File: config.mk
export PLATFORM = sky130hd
export DESIGN_NAME = systolic_array_ctrl
export DESIGN_NICKNAME = d
export VERILOG_FILES = /design/src/rtl/systolic_array_ctrl.sv
export SDC_FILE = /design/constraint.sdc
export NUM_CORES = 1
export LEC_CHECK = 0
export BUFFER_PORTS_ARGS = -buffer_cell sky130_fd_sc_hd__buf_2
export CORE_UTILIZATION = 60
export CTS_CLUSTER_SIZE = 25
export DETAILED_ROUTE_END_ITERATION = 12
export MAX_ROUTING_LAYER = met4
export PLACE_DENSITY = 0.9
export SYNTH_ARGS = -nofsm -noshare
export SYNTH_HDL_FRONTEND = slang
export SYNTH_SLANG_ARGS = --single-unit
File: constraint.sdc
create_clock -name clk -period 3.95 [get_ports clk]
set_input_delay 0.395 -clock clk [delete_from_list [all_inputs] [get_ports clk]]
set_output_delay 0.395 -clock clk [all_outputs]
set_load 0.005 [all_outputs]
File: src/rtl/systolic_array_ctrl.sv
// Sequencing controller for an N x N output-stationary MAC array: clears the
// accumulators, drives skewed per-lane feed enables, waits for drain, pulses done.
module systolic_array_ctrl #(
    parameter int N   = 4,
    parameter int K_W = 8
) (
    input  logic           clk,
    input  logic           rst,
    input  logic           start,
    input  logic [K_W-1:0] k_len,
    output logic           busy,
    output logic           array_clr,
    output logic [N-1:0]   feed_valid,
    output logic [K_W:0]   step,
    output logic           done
);

    localparam int SW = K_W + 1;
    localparam int DW = $clog2(N);

    typedef enum logic [2:0] {
        S_IDLE  = 3'd0,
        S_CLR   = 3'd1,
        S_FEED  = 3'd2,
        S_DRAIN = 3'd3,
        S_DONE  = 3'd4
    } state_t;

    state_t          state_r;
    state_t          state_nxt_s;
    logic [K_W-1:0]  k_r;
    logic [K_W-1:0]  k_nxt_s;
    logic [SW-1:0]   step_r;
    logic [SW-1:0]   step_nxt_s;
    logic [DW-1:0]   drain_r;
    logic [DW-1:0]   drain_nxt_s;
    logic [SW-1:0]   last_step_s;

    logic            busy_r;
    logic            busy_nxt_s;
    logic            clr_r;
    logic            clr_nxt_s;
    logic            done_r;
    logic            done_nxt_s;
    logic [N-1:0]    feed_r;
    logic [N-1:0]    feed_nxt_s;

    // Lane i is live for operand indices step-i in 0..k-1.
    function automatic logic [N-1:0] feed_mask(input logic [SW-1:0] s,
                                               input logic [K_W-1:0] k);
        logic [N-1:0]  m;
        logic [SW-1:0] lo;
        m = {N{1'b0}};
        for (int i = 0; i < N; i++) begin
            lo   = SW'(i);
            m[i] = (s >= lo) && (s < (lo + {1'b0, k}));
        end
        return m;
    endfunction

    assign last_step_s = {1'b0, k_r} + SW'(N - 2);

    // State and counter registers.
    always_ff @(posedge clk) begin
        if (rst) begin
            state_r <= S_IDLE;
            k_r     <= {K_W{1'b0}};
            step_r  <= {SW{1'b0}};
            drain_r <= {DW{1'b0}};
        end else begin
            state_r <= state_nxt_s;
            k_r     <= k_nxt_s;
            step_r  <= step_nxt_s;
            drain_r <= drain_nxt_s;
        end
    end

    // Next-state and counter logic.
    always_comb begin
        state_nxt_s = state_r;
        k_nxt_s     = k_r;
        step_nxt_s  = step_r;
        drain_nxt_s = drain_r;
        case (state_r)
            S_IDLE: begin
                if (start) begin
                    state_nxt_s = S_CLR;
                    k_nxt_s     = k_len;
                end else begin
                    state_nxt_s = S_IDLE;
                end
            end
            S_CLR: begin
                step_nxt_s  = {SW{1'b0}};
                drain_nxt_s = {DW{1'b0}};
                if (k_r != {K_W{1'b0}}) begin
                    state_nxt_s = S_FEED;
                end else begin
                    state_nxt_s = S_DRAIN;
                end
            end
            S_FEED: begin
                if (step_r == last_step_s) begin
                    state_nxt_s = S_DRAIN;
                    step_nxt_s  = {SW{1'b0}};
                    drain_nxt_s = {DW{1'b0}};
                end else begin
                    step_nxt_s  = step_r + {{(SW-1){1'b0}}, 1'b1};
                end
            end
            S_DRAIN: begin
                if (drain_r == DW'(N - 1)) begin
                    state_nxt_s = S_DONE;
                    drain_nxt_s = {DW{1'b0}};
                end else begin
                    drain_nxt_s = drain_r + {{(DW-1){1'b0}}, 1'b1};
                end
            end
            S_DONE: begin
                state_nxt_s = S_IDLE;
            end
            default: begin
                state_nxt_s = S_IDLE;
                step_nxt_s  = {SW{1'b0}};
                drain_nxt_s = {DW{1'b0}};
            end
        endcase
    end

    // Output values for the upcoming cycle, decoded from the next state so the
    // registered outputs line up with the state they describe.
    always_comb begin
        busy_nxt_s = 1'b0;
        clr_nxt_s  = 1'b0;
        done_nxt_s = 1'b0;
        feed_nxt_s = {N{1'b0}};
        case (state_nxt_s)
            S_IDLE: begin
                busy_nxt_s = 1'b0;
            end
            S_CLR: begin
                busy_nxt_s = 1'b1;
                clr_nxt_s  = 1'b1;
            end
            S_FEED: begin
                busy_nxt_s = 1'b1;
                feed_nxt_s = feed_mask(step_nxt_s, k_nxt_s);
            end
            S_DRAIN: begin
                busy_nxt_s = 1'b1;
            end
            S_DONE: begin
                done_nxt_s = 1'b1;
            end
            default: begin
                busy_nxt_s = 1'b0;
            end
        endcase
    end

    // Output registers.
    always_ff @(posedge clk) begin
        if (rst) begin
            busy_r <= 1'b0;
            clr_r  <= 1'b0;
            done_r <= 1'b0;
            feed_r <= {N{1'b0}};
        end else begin
            busy_r <= busy_nxt_s;
            clr_r  <= clr_nxt_s;
            done_r <= done_nxt_s;
            feed_r <= feed_nxt_s;
        end
    end

    assign busy       = busy_r;
    assign array_clr  = clr_r;
    assign done       = done_r;
    assign feed_valid = feed_r;
    assign step       = step_r;

endmodule

## Yosys cells after proc, flatten, opt, wreduce, memory -nomap -nowiden

Index checks and enable logic that the tools add are counted.

- Add/sub/neg operators: 6
- $lt $le $gt $ge: 8
- Equal/unequal tests: 11
- Muxes and demuxes: 15
- Bitwise logic cells: 2
- Reductions and logical operators: 11

Operator list:

| cell | count |
|---|---|
| $lt A9 B9 Y1 | 3 |
| $add A2 B8 Y9 const A | 2 |
| $ge A9 B1 Y1 const B | 2 |
| $ge A9 B2 Y1 const B | 2 |
| $pmux W9 S2 | 1 |
| $mux W8 | 2 |
| $eq A3 B2 Y1 const B | 4 |
| $pmux W3 S4 | 1 |
| $add A1 B8 Y9 const A | 1 |
| $add A8 B2 Y9 const B | 1 |
| $add A9 B1 Y9 const B | 1 |
| $eq A9 B9 Y1 | 1 |
| $lt A9 B8 Y1 | 1 |
| $mux W9 | 1 |
| $reduce_bool A8 Y1 | 1 |
| $eq A3 B1 Y1 const B | 2 |
| $eq A3 B3 Y1 const B | 2 |
| $mux W3 | 2 |
| $pmux W2 S3 | 1 |
| $reduce_or A3 Y1 | 2 |
| $mux W1 | 5 |
| $logic_and A1 B1 Y1 | 4 |
| $mux W2 | 2 |
| $reduce_or A2 Y1 | 2 |
| other kinds (6) | 7 |

- Bits in registers: 29
- Input port bits: 11

## Longest topological paths before layout

Gate-level depths: netlist of run 1.

- Depth in word-level cells: 7
- Depth in mapped cells: 16

## Least setup slack after synthesis of run 1

No wires, ideal clock.

- Path type: flip-flop to flip-flop
- Start point: reg k_r[1]
- End point: reg feed_r[2], in the netlist feed_valid[2]
- Arrival time: 3,202 ps
- Required time: 3,872 ps
- Slack: 670 ps
- Stages on the path, launching flop included: 16
- Path buffers: 0
- Period minus slack after synthesis: 3,280 ps
- Path through: dfxtp_1 ha_1 and3b_1 o2bb2ai_1 a2111oi_4 a31oi_1 and2_2 o21ai_0 o31ai_1 ha_1 a21oi_1 nor2_1 nor2_1 nand2_1 a311o_1 nor3_1

- Elaborated cells on any way between the ends: 17
- Those cells by class: add/sub (2); order compare (2); eq/ne (2); mux (7); bitwise (1); reduce/logical (3)

RTL lines:

| what | line | text |
|---|---|---|
| start, declared | 31 | `logic [K_W-1:0] k_r;` |
| start signal, assigned | 67 | `k_r <= {K_W{1'b0}};` |
| start signal, assigned | 72 | `k_r <= k_nxt_s;` |
| $add A8 B2 Y9 * | 61 | `assign last_step_s = {1'b0, k_r} + SW'(N - 2);` |
| $eq A9 B9 Y1 * | 103 | `if (step_r == last_step_s) begin` |
| $mux W9 * | 103 |  |
| $pmux W9 S2 * | 84 | `case (state_r)` |
| via step_nxt_s[4] | 34 | `logic [SW-1:0] step_nxt_s;` |
| $ge A9 B2 Y1 / $lt A9 B9 Y1 (equally long branches) | 56 | `m[i] = (s >= lo) && (s < (lo + {1'b0, k}));` |
| $logic_and A1 B1 Y1 * | 56 |  |
| end signal, assigned | 167 | `feed_r <= {N{1'b0}};` |
| end signal, assigned | 172 | `feed_r <= feed_nxt_s;` |
| end, declared | 45 | `logic [N-1:0] feed_r;` |

The timed path passes the listed nets; every way through them passes the cells marked *.
A chain may end at the register's enable or synchronous reset.

## Worst setup path in the final report of run 1

Same ends and word-level chain as after synthesis.

==> reports/results.ini, run 1 <==
[cts]
numCtsBuffers = 5
clk_root_buffer_cell = sky130_fd_sc_hd__clkbuf_8
clkSinkCount = 29
htree_levels = 2
cts_hold_buffers = 0
cts_tree = built
clock_latency_ps = 290
path_clk_slew_ps = 70
clockBufferDepth = 2

[cells_and_area]
multiInputGateArea_mm2 = 0.00198
post_layout_net_count = 408
instances_no_fill = 413
antenna_cells_inserted = 0
layout.filler_cells = 315
final-seq-area_um2 = 581
finalCoreUtilization_pct = 73.0
drive_gt1_share_pct = 16.8
flow.area_growth_from_synthesis_pct = 12.9

[min_path]
hold_class = register to register
cell_depth_of_the_worst_hold_path = 2
timing.hold.worst.start = drain_r[1]$_SDFFE_PP0P_
hold_ep = drain_r[1]$_SDFFE_PP0P_

[power]
power.static_leakage_nw = 1.35
power_density_over_cell_area_mw_per_mm2 = 308
worst_ir_drop_vdd_uv = 165

[sta]
final_max_slew_viol_count = 0
fmax_ghz = 0.263
fin_crit_share_pct = 96.1
fin_skew_ps = 9.96
finalSetupViolCount = 0
timing.final.crit_period_ps = 3800
worst_pin_slew_ps = 975
final_tns_setup_ps = 0
timing.final.ws_setup_ps = 152
slew_headroom_pct = 34.5
report.final.hold_viol_count = 0

[synth]
area_of_the_mapped_netlist_mm2 = 0.00266
postSynthNetCount = 378
post-synth-top-count-cell = sky130_fd_sc_hd__nor2_1
syn_avg_cell_area_um2 = 8.01
yosysWarnings = 0
netlist_instances = 332
synth-seq-cells = 29
synth.area.top_cells = sky130_fd_sc_hd__dfxtp_1 22%, sky130_fd_sc_hd__ha_1 16%, sky130_fd_sc_hd__xnor2_1 5.3%, sky130_fd_sc_hd__nor2_1 5.2%, sky130_fd_sc_hd__a21oi_1 4.0%
async_reset_ff_share_pct = 0
synth_top_cell_by_area = sky130_fd_sc_hd__dfxtp_1
synth_edf_count = 0
synth_sequential_area_ratio_pct = 21.8
post_synth_most_frequent_cells = 37 x sky130_fd_sc_hd__nor2_1, 35 x sky130_fd_sc_hd__ha_1, 29 x sky130_fd_sc_hd__dfxtp_1, 23 x sky130_fd_sc_hd__nand2_1, 21 x sky130_fd_sc_hd__a21oi_1
post_synth_num_cell_types = 58
yosys_top_cell_area_share_pct = 21.8
yosys_most_used_dff = sky130_fd_sc_hd__dfxtp_1

[placement]
dp_hpwl_mm = 5.55
buffer_ports.inserted = 26
dp_worst_setup_slack_ps = 242
numPlacedInstances = 405
place_congestion = 0.986

[drt]
drt-total-wl_mm = 7.63
via_count_normalized_by_instance_count = 6.72
vias = 2774
drc = 0
drt-initial-drc-count = 271
wire_per_inst_um = 18.5
ant_nets = 0
number_of_detailed_route_iterations_in_the_first_pass = 5

[critical_path]
worst-r2r-cell-count = 15
worst-setup-path-type = register to register
critical_path.cell_chain = ha_1, and3b_1, o2bb2ai_1, a2111oi_4, a31oi_4, and2_2, o21ai_0, o31ai_1, ha_1, a21oi_1, nor2_1, nor2_1, nand2_1, a311o_1, nor3_1
reg2reg_setup_slack_ps = 150
timing.critical_path.arrival_ps = 4010
buffer_and_inverter_count_on_the_worst_path = 0
cp.depth = 15
critPathLaunch = k_r[1]$_SDFF_PP0_
r2r-start = k_r[1]$_SDFF_PP0_
top_cell_family_by_delay_on_the_critical_path = compound AO/OA/AOI/OAI gates
critical_path_data_required_time_ps = 4160
cp_startpoint_kind = register
rr_endpoint = feed_valid[2]$_SDFF_PP0_
timing.critical_path.slowest_stage_cell = sky130_fd_sc_hd__a2111oi_4
worstSetupEndpointType = register
max_stage_delay_ps = 550
critPathMaxFanout = 8

[die]
die_outline_area_mm2 = 0.00470
die_height_um = 68.6
core-area_mm2 = 0.00412
io_pins = 27
fp-row-count = 23
floorplan.die.width_um = 68.6
floorplan.initialDensity_pct = 64.6

[flow_run]
timing.max_cap.violations = 0

[global_routing]
gr-usage-all-layers_pct = 36.0
antenna_found_initial = 0
grt_max_degree = 23
first_global_vias = 2519
total_global_routing_overflow = 0
wire_length_of_the_first_global_routing_pass_mm = 12.0

[outcome]
outcome = finished, final reports clean

[report_power, final]
group / internal [mW] / total, mW / switching [mW] / leakage, nW
Clock: 0.157 / 0.277 / 0.119 / 0.0542
Sequential: 0.309 / 0.330 / 0.0210 / 0.236
Combinational: 0.128 / 0.317 / 0.189 / 1.06
[how the worst max path moves through the flow]
stage	end	slack [ps]
6_report	feed_valid[2]$_SDFF_PP0_	150
3_5_place_dp	feed_valid[2]$_SDFF_PP0_	240
4_1_cts	feed_valid[2]$_SDFF_PP0_	160
2_1_floorplan	feed_valid[2]$_SDFF_PP0_	670
5_1_grt	feed_valid[2]$_SDFF_PP0_	-30
3_3_place_gp	feed_valid[2]$_SDFF_PP0_	430
[through the flow]
stage | power [mW] | hold slack [ps] | instance area, µm²
after global routing | 0.974 | 538 | 3000
after CTS | 0.912 | 512 | 2990
after floorplan | 0.547 | 458 | 2660
after global placement | 0.625 | 478 | 2890
final | 0.923 | 506 | 3000
after detailed placement | 0.637 | 493 | 2890
[flip-flops by register name (all words and copies together) (netlist names)]
signal      flops
array_clr       1
feed_valid      4
drain_r         2
k_r             8
done            1
busy            1
step            9
state_r         3
[cell usage in the layout, fill, tap and decap left out, drive strengths merged, types with 2 or more instances in the layout]
cell	synthesis	routed
nor3	12	12
xnor2	17	17
nor2	37	37
nand2b	5	5
maj3	2	2
o211ai	4	4
nor4b	2	2
nand4	8	8
a2111oi	2	2
nand3	14	14
o221ai	2	2
and4	2	2
a22oi	2	2
a21oi	21	21
clkbuf	8	7
nor3b	4	4
ha	35	35
a311oi	2	2
buf	9	40
a211oi	3	3
dfxtp	29	29
o31ai	3	3
o21ai	11	11
inv	11	11
nor4	4	4
nor2b	12	12
and3	2	2
a31o	2	2
and2	3	3
or3	2	2
xor2	10	10
a31oi	6	6
nand2	23	23
o2111ai	2	2
mux2i	8	8
[cell type report]
cell class | instances | area share (%)
tap | 50 | 2.08
sequential | 29 | 19.3
multi-input combinational | 275 | 66.0
clock inverter | 1 | 0.167
timing repair buffer | 40 | 7.83
inverter | 11 | 1.38
clock buffer | 7 | 3.21
[cells by family (layout without fill, tap and decap cells)]
logic type / after synthesis / in the layout / share of synthesized area [%]
and+or+nand+nor: 134 / 134 / 26.2
DFF: 29 / 29 / 21.8
adders and majority gates: 37 / 37 / 17.2
AOI/OAI and AO/OA: 69 / 69 / 18.2
muxes: 8 / 8 / 3.01
buffers and inverters: 28 / 59 / 4.42
xor gates and xnor gates: 27 / 27 / 9.18
[tightest hold or removal path, cell delays in order, from the launching register on]
cell and delay (ps):
sky130_fd_sc_hd__dfxtp_1 330, sky130_fd_sc_hd__a32oi_1 60, sky130_fd_sc_hd__nor2_1 80
[layer usage]
metal / GRT usage (%) / up-vias / routed length, µm
li1: - / 1268 / -
met1: 42.8 / 1280 / 3110
met2: 54.0 / 177 / 3490
met3: 10.7 / 49 / 663
met4: 20.1 / 0 / 371
met5: - / - / 0
[timing repair]
action,in CTS,in global routing
setup endpoints to repair,0,1
resized for setup,0,3
buffers inserted,0,0
Note: power is estimated with default switching activity, not from simulation.
==> run 2: changes to the inputs <==
--- a/config.mk
+++ b/config.mk
@@ -6,7 +6,10 @@
 export NUM_CORES = 1
 export LEC_CHECK = 0
 export BUFFER_PORTS_ARGS = -buffer_cell sky130_fd_sc_hd__buf_2
-export CORE_UTILIZATION = 60
+export CELL_PAD_IN_SITES_DETAIL_PLACEMENT = 2
+export CELL_PAD_IN_SITES_GLOBAL_PLACEMENT = 2
+export CORE_MARGIN = 5
+export CORE_UTILIZATION = 36
 export CTS_CLUSTER_SIZE = 25
 export DETAILED_ROUTE_END_ITERATION = 12
 export MAX_ROUTING_LAYER = met4
==> run 2 against run 1 <==
Via count grew 0.32%. Global-route usage shrank 11 points. Utilization shrank 29 points. Final cell count grew 13%. Critical path type unchanged. Critical endpoint unchanged.
==> reports/results.ini, run 2 (synthesis results as in run 1) <==
[placement]
dp_hpwl_mm = 7.99  ; was 5.55 mm
buffer_ports.inserted = 26  ; unchanged
place_congestion = 0.867  ; was 0.986

[cts]
clockBufferDepth = 2  ; unchanged
path_clk_slew_ps = 70  ; about the same
htree_levels = 2  ; unchanged
clkSinkCount = 29  ; unchanged
clock_latency_ps = 290  ; about the same
cts_hold_buffers = 0  ; unchanged
clk_root_buffer_cell = sky130_fd_sc_hd__clkbuf_8  ; unchanged
cts_tree = built  ; unchanged
numCtsBuffers = 5  ; unchanged

[cells_and_area]
finalCoreUtilization_pct = 43.9  ; was 73.0%
final_common_cell = sky130_fd_sc_hd__nor2_1  ; unchanged
number_of_flip_flops_under_the_largest_register_name = 9  ; unchanged
layout.filler_cells = 837  ; was 315
antenna_cells_inserted = 0  ; unchanged
drive_gt1_share_pct = 19.2  ; was 16.8%
flow.area_growth_from_synthesis_pct = 19.1  ; was 12.9%
leading_cell_types_in_the_layout_fill_and_taps_excluded = 37 x sky130_fd_sc_hd__nor2_1, 34 x sky130_fd_sc_hd__ha_1, 29 x sky130_fd_sc_hd__dfxtp_1  ; was 37 x sky130_fd_sc_hd__nor2_1, 35 x sky130_fd_sc_hd__ha_1, 29 x sky130_fd_sc_hd__dfxtp_1
post_layout_net_count = 414  ; was 408
multiInputGateArea_mm2 = 0.00201  ; was 0.00198 mm²
final-seq-area_um2 = 581  ; unchanged

[die]
io_pins = 27  ; unchanged
core-area_mm2 = 0.00721  ; was 0.00412 mm²
die_outline_area_mm2 = 0.00920  ; was 0.00470 mm²
fp-row-count = 31  ; was 23
die_height_um = 95.9  ; was 68.6 µm
floorplan.die.width_um = 95.9  ; was 68.6 µm
floorplan.initialDensity_pct = 36.9  ; was 64.6%

[drt]
ant_nets = 0  ; unchanged
top_signal_layer_used = met4  ; unchanged
via_count_normalized_by_instance_count = 5.95  ; was 6.72
number_of_detailed_route_iterations_in_the_first_pass = 4  ; was 5
drc = 0  ; unchanged
routedLengthMet1_mm = 4.35  ; was 3.11 mm
routed-wl-met2_mm = 5.72  ; was 3.49 mm
drt-total-wl_mm = 10.8  ; was 7.63 mm
wire_per_inst_um = 23.0  ; was 18.5 µm
detailroute.wirelength.met3_um = 347  ; was 663 µm
drt-initial-drc-count = 97  ; was 271
vias = 2783  ; was 2774

[critical_path]
buffer_and_inverter_count_on_the_worst_path = 2  ; was 0
critPathMaxFanout = 9  ; was 8
max_stage_delay_ps = 420  ; was 550 ps
worstSetupEndpointType = register  ; unchanged
worst-setup-path-type = register to register  ; unchanged
reg2reg_setup_slack_ps = 100  ; was 150 ps
timing.critical_path.slowest_stage_cell = sky130_fd_sc_hd__dfxtp_1  ; was sky130_fd_sc_hd__a2111oi_4
rr_endpoint = feed_valid[2]$_SDFF_PP0_  ; unchanged
critical_path_data_required_time_ps = 4170  ; was 4160 ps
cp_startpoint_kind = register  ; unchanged
timing.critical_path.arrival_ps = 4060  ; was 4010 ps
top_cell_family_by_delay_on_the_critical_path = compound AO/OA/AOI/OAI gates  ; unchanged
critical_path.cell_chain = ha_2, xnor2_1, o2111ai_1, a2111oi_4, buf_4, nand3_4, a211oi_4, inv_1, ha_1, a21oi_1, nor2b_1, o21ai_0, nand2_1, a311o_1, nor3_1  ; was ha_1, and3b_1, o2bb2ai_1, a2111oi_4, a31oi_4, and2_2, o21ai_0, o31ai_1, ha_1, a21oi_1, nor2_1, nor2_1, nand2_1, a311o_1, nor3_1
r2r-start = k_r[1]$_SDFF_PP0_  ; unchanged
worst-r2r-cell-count = 15  ; unchanged

[global_routing]
gr-usage-all-layers_pct = 25.3  ; was 36.0%
total_global_routing_overflow = 0  ; unchanged
first_global_vias = 3103  ; was 2519
grt_max_degree = 23  ; unchanged
wire_length_of_the_first_global_routing_pass_mm = 16.8  ; was 12.0 mm
antenna_found_initial = 0  ; unchanged

[sta]
fin_skew_ps = 7.42  ; was 9.96 ps
worst_pin_slew_ps = 751  ; was 975 ps
timing.final.crit_period_ps = 3850  ; was 3800 ps
slew_headroom_pct = 48.5  ; was 34.5%
finalSetupViolCount = 0  ; unchanged
fin_crit_share_pct = 97.4  ; was 96.1%
final_max_slew_viol_count = 0  ; unchanged
report.final.hold_viol_count = 0  ; unchanged
fmax_ghz = 0.260  ; was 0.263 GHz
final_tns_setup_ps = 0  ; unchanged

[power]
share_clk_of_total_power_pct = 35.9  ; was 29.9%
p_comb_share_pct = 33.3  ; was 34.3%
power.net_switching_mw = 0.368  ; was 0.329 mW
power.share.switching_pct = 34.7  ; was 35.6%
power_density_over_cell_area_mw_per_mm2 = 336  ; was 308 mW/mm²
power.static_leakage_nw = 1.41  ; was 1.35 nW
worst_ir_drop_vdd_uv = 129  ; was 165 µV
sum_of_internal_switching_and_leakage_power_mw = 1.06  ; was 0.923 mW
power.internal_mw = 0.694  ; was 0.594 mW
seqPwrFrac_pct = 30.9  ; was 35.8%

[flow_run]
timing.max_cap.violations = 0  ; unchanged

[min_path]
hold_class = register to register  ; unchanged
timing.hold.worst.start = drain_r[1]$_SDFFE_PP0P_  ; unchanged
hold_ep = drain_r[1]$_SDFFE_PP0P_  ; unchanged
cell_depth_of_the_worst_hold_path = 2  ; unchanged

[outcome]
outcome = finished, final reports clean  ; unchanged

==> run 2: cell types whose count changed in the layout (fill, tap and decap cells not counted), sizes merged <==
| cell | delta |
|---|---|
| buf | +6 |
| bufinv | +2 |
| clkbuf | -2 |
==> run 2: final cells by class <==
class,count,share of cell area (%)
clock inverters,3,2.05
repair buffers,46,8.85
well taps,99,3.91
multi-input cells,275,63.4
inverters,11,1.30
flip-flops and latches,29,18.3
clock buffers,5,2.17
==> run 2: tightest hold or removal path: cells and delay by family, from the launching register on <==
kind               cells  cell delay (ps)
DFF                    1              340
AOI/OAI and AO/OA      1               70
and+or+nand+nor        1               90
==> run 2: timing repair <==
| item | CTS | global route |
|---|---|---|
| resized for setup | 2 | 6 |
| setup buffers | 0 | 1 |
| pin swaps | 0 | 1 |
| setup endpoints to repair | 1 | 3 |
==> run 2: worst max path at each step <==
stage | slack (ps) | to | depth (start not counted) | from
floorplan | 670 | feed_valid[2]$_SDFF_PP0_ | 15 | k_r[1]$_SDFF_PP0_
global placement | 350 | feed_valid[2]$_SDFF_PP0_ | 14 | k_r[1]$_SDFF_PP0_
detailed placement | 60 | feed_valid[2]$_SDFF_PP0_ | 14 | k_r[1]$_SDFF_PP0_
CTS | 80 | feed_valid[2]$_SDFF_PP0_ | 15 | k_r[1]$_SDFF_PP0_
global route | -40 | feed_valid[2]$_SDFF_PP0_ | 16 | k_r[1]$_SDFF_PP0_
finish | 100 | feed_valid[2]$_SDFF_PP0_ | 15 | k_r[1]$_SDFF_PP0_
==> run 2: layer usage <==
metal  global-route usage [%]  vias up
met5                        -        -
met3                     3.21       29
met1                     27.5     1404
met2                     46.5       72
li1                         -     1278
met4                     9.48        0
==> run 2: stage by stage <==
step           hold slack [ps]  worst slack (ps)  std cells  instance area (µm²)
6_report                   527               104        468                 3170
5_1_grt                    552             -37.2        468                 3170
4_1_cts                    532              81.1        467                 3130
3_5_place_dp               512              59.5        459                 2990
3_3_place_gp               473               347        459                 2990
2_1_floorplan              458               670        332                 2660
==> run 2: power groups by stage <==
stage | Sequential, mW | Combinational (mW) | Clock, mW
floorplan | 0.325 | 0.223 | 0
global placement | 0.333 | 0.315 | 0
detailed placement | 0.334 | 0.335 | 0
CTS | 0.328 | 0.347 | 0.385
global route | 0.331 | 0.386 | 0.395
finish | 0.328 | 0.354 | 0.381
==> run 3: changes to the inputs <==
==> config.mk (replaced) <==
export PLATFORM = sky130hd
export DESIGN_NAME = systolic_array_ctrl
export DESIGN_NICKNAME = d
export VERILOG_FILES = /design/src/rtl/systolic_array_ctrl.sv
export SDC_FILE = /design/constraint.sdc
export NUM_CORES = 1
export LEC_CHECK = 0
export CELL_PAD_IN_SITES_DETAIL_PLACEMENT = 2
export CELL_PAD_IN_SITES_GLOBAL_PLACEMENT = 2
export CORE_MARGIN = 5
export CORE_UTILIZATION = 38
export CTS_CLUSTER_SIZE = 25
export DETAILED_ROUTE_END_ITERATION = 12
export DONT_BUFFER_PORTS = 1
export MAX_ROUTING_LAYER = met4
export PLACE_DENSITY = 0.78
export SYNTH_ARGS = -nofsm -noshare
export SYNTH_HDL_FRONTEND = slang
export SYNTH_SLANG_ARGS = --single-unit
==> run 3 against run 2 <==
Critical endpoint unchanged. Worst setup slack improved by 210 ps. Critical path type unchanged. Hold slack got worse by 370 ps. Largest cell class unchanged. Final area is 6.1% lower. First-iteration DRC count shrank 39%. Highest routed layer unchanged. Fmax grew 5.9%. Sequential cell count did not move.
==> reports/results.ini, run 3 (synthesis results as in run 1) <==
[cells_and_area]
instances_no_fill = 440  ; was 468
post_layout_net_count = 389  ; was 414
flow.area_growth_from_synthesis_pct = 11.8  ; was 19.1%
number_of_flip_flops_under_the_largest_register_name = 9  ; unchanged
antenna_cells_inserted = 0  ; unchanged
leading_cell_types_in_the_layout_fill_and_taps_excluded = 37 x sky130_fd_sc_hd__nor2_1, 35 x sky130_fd_sc_hd__ha_1, 29 x sky130_fd_sc_hd__dfxtp_1  ; was 37 x sky130_fd_sc_hd__nor2_1, 34 x sky130_fd_sc_hd__ha_1, 29 x sky130_fd_sc_hd__dfxtp_1
drive_gt1_share_pct = 12.5  ; was 19.2%
finalCoreUtilization_pct = 43.8  ; was 43.9%
final_common_cell = sky130_fd_sc_hd__nor2_1  ; unchanged

[die]
die_outline_area_mm2 = 0.00877  ; was 0.00920 mm²
die_height_um = 93.6  ; was 95.9 µm
floorplan.initialDensity_pct = 39.1  ; was 36.9%
floorplan.die.width_um = 93.6  ; was 95.9 µm
core-area_mm2 = 0.00679  ; was 0.00721 mm²
io_pins = 27  ; unchanged
fp-row-count = 30  ; was 31

[sta]
finalSetupViolCount = 0  ; unchanged
timing.final.crit_period_ps = 3630  ; was 3850 ps
fmax_ghz = 0.275  ; was 0.260 GHz
report.final.hold_viol_count = 0  ; unchanged
final_tns_setup_ps = 0  ; unchanged
worst_pin_slew_ps = 933  ; was 751 ps
fin_worst_hold_slack_ps = 158  ; was 527 ps
fin_crit_share_pct = 92.0  ; was 97.4%
fin_skew_ps = 13.4  ; was 7.42 ps
final_max_slew_viol_count = 0  ; unchanged
slew_headroom_pct = 37.3  ; was 48.5%

[power]
power.internal_mw = 0.557  ; was 0.694 mW
share_clk_of_total_power_pct = 28.0  ; was 35.9%
sum_of_internal_switching_and_leakage_power_mw = 0.910  ; was 1.06 mW
power.static_leakage_nw = 1.25  ; was 1.41 nW
worst_ir_drop_vdd_uv = 103  ; was 129 µV
seqPwrFrac_pct = 36.3  ; was 30.9%
power.share.switching_pct = 38.8  ; was 34.7%
power_density_over_cell_area_mw_per_mm2 = 306  ; was 336 mW/mm²
p_comb_share_pct = 35.7  ; was 33.3%
power.net_switching_mw = 0.353  ; was 0.368 mW

[drt]
ant_nets = 0  ; unchanged
wire_per_inst_um = 22.2  ; was 23.0 µm
via_count_normalized_by_instance_count = 5.84  ; was 5.95
vias = 2571  ; was 2783
drt-initial-drc-count = 59  ; was 97
number_of_detailed_route_iterations_in_the_first_pass = 4  ; unchanged
drc = 0  ; unchanged
drt-total-wl_mm = 9.75  ; was 10.8 mm

[placement]
buffer_ports.inserted = 0  ; was 26
place_congestion = 0.831  ; was 0.867
numPlacedInstances = 431  ; was 459
dp_hpwl_mm = 7.46  ; was 7.99 mm

[flow_run]
timing.max_cap.violations = 0  ; unchanged

[cts]
clk_root_buffer_cell = sky130_fd_sc_hd__clkbuf_8  ; unchanged
clockBufferDepth = 2  ; unchanged
clkSinkCount = 29  ; unchanged
clock_latency_ps = 300  ; was 290 ps
numCtsBuffers = 5  ; unchanged
cts_tree = built  ; unchanged
htree_levels = 2  ; unchanged
path_clk_slew_ps = 80  ; was 70 ps

[global_routing]
wire_length_of_the_first_global_routing_pass_mm = 15.7  ; was 16.8 mm
total_global_routing_overflow = 0  ; unchanged
grt_max_degree = 23  ; unchanged
antenna_found_initial = 0  ; unchanged
first_global_vias = 2905  ; was 3103
gr-usage-all-layers_pct = 23.9  ; was 25.3%

[critical_path]
top_cell_family_by_delay_on_the_critical_path = compound AO/OA/AOI/OAI gates  ; unchanged
critical_path_data_required_time_ps = 4160  ; was 4170 ps
cp_startpoint_kind = register  ; unchanged
critical_path.cell_chain = ha_1, and4b_1, o2111ai_1, a2111oi_4, buf_4, a31oi_4, and2_2, o21ai_0, o31ai_1, ha_1, a21oi_1, nor2_1, nor2_1, nand2_1, a311o_1, nor3_1  ; was ha_2, xnor2_1, o2111ai_1, a2111oi_4, buf_4, nand3_4, a211oi_4, inv_1, ha_1, a21oi_1, nor2b_1, o21ai_0, nand2_1, a311o_1, nor3_1
buffer_and_inverter_count_on_the_worst_path = 1  ; was 2
timing.critical_path.arrival_ps = 3850  ; was 4060 ps
worst-setup-path-type = register to register  ; unchanged
worstSetupEndpointType = register  ; unchanged
max_stage_delay_ps = 460  ; was 420 ps
timing.critical_path.slowest_stage_cell = sky130_fd_sc_hd__dfxtp_1  ; unchanged
critPathMaxFanout = 8  ; was 9

[outcome]
outcome = finished, final reports clean  ; unchanged

[min_path]
hold_class = input pin to register  ; was register to register

==> run 3: changes by cell type in the layout (fill, tap and decap cells not counted) <==
cell / delta
sky130_fd_sc_hd__a211oi_1: +1
sky130_fd_sc_hd__a211oi_4: -1
sky130_fd_sc_hd__buf_2: -26
sky130_fd_sc_hd__buf_4: +1
sky130_fd_sc_hd__bufinv_16: -2
sky130_fd_sc_hd__clkinv_2: +1
sky130_fd_sc_hd__clkinvlp_4: +1
sky130_fd_sc_hd__ha_1: +1
sky130_fd_sc_hd__ha_2: -1
sky130_fd_sc_hd__o21ai_0: +1
sky130_fd_sc_hd__o21ai_1: -1
sky130_fd_sc_hd__o31ai_1: +1
sky130_fd_sc_hd__o31ai_2: -1
==> run 3: cell type report <==
| class | instances | area (µm²) |
|---|---|---|
| clock buffer | 5 | 68.8 |
| fill | 801 | 3820 |
| inverter | 11 | 41.3 |
| clock inverter | 3 | 17.5 |
| multi-input combinational | 275 | 1990 |
| timing repair buffer | 21 | 158 |
| tap | 96 | 120 |
| sequential | 29 | 581 |
==> run 3: power groups by stage <==
stage | logic, mW | clock network [mW] | registers (mW)
6_report | 0.325 | 0.255 | 0.331
5_1_grt | 0.360 | 0.273 | 0.333
4_1_cts | 0.321 | 0.262 | 0.331
3_5_place_dp | 0.316 | 0 | 0.338
3_3_place_gp | 0.302 | 0 | 0.336
2_1_floorplan | 0.223 | 0 | 0.325
==> run 3: worst paths after layout <==
kind,startpoint,end,slack (ps),depth (start not counted)
worst max-delay path,k_r[1]$_SDFF_PP0_,feed_valid[2]$_SDFF_PP0_,320,16
worst min-delay path,rst,step[6]$_SDFF_PP0_,160,1
worst max register to register,k_r[1]$_SDFF_PP0_,feed_valid[2]$_SDFF_PP0_,320,16
worst min register to register,drain_r[1]$_SDFFE_PP0P_,drain_r[1]$_SDFFE_PP0P_,510,2
==> run 3: layer usage <==
metal | GRT usage (%) | vias to the layer above | part of all wire [%] | wire (µm)
met4 | 7.70 | 0 | 2.1 | 202
met1 | 26.2 | 1296 | 43 | 4160
met2 | 44.7 | 32 | 53 | 5190
met3 | 2.90 | 16 | 2.1 | 201
met5 | - | - | 0 | 0
li1 | - | 1227 | - | -
==> run 3: stage by stage <==
stage          setup slack, ps  area [µm²]
2_1_floorplan              670        2660
3_3_place_gp               338        2860
3_5_place_dp               145        2860
4_1_cts                   64.6        2950
5_1_grt                  -20.8        2970
6_report                   318        2970
==> run 3: repair_timing <==
| item | 4_1_cts | 5_1_grt |
|---|---|---|
| endpoints found under the setup margin | 0 | 3 |
| buffers inserted | 0 | 1 |
| resized for setup | 0 | 3 |
| hold buffers | 0 | 0 |
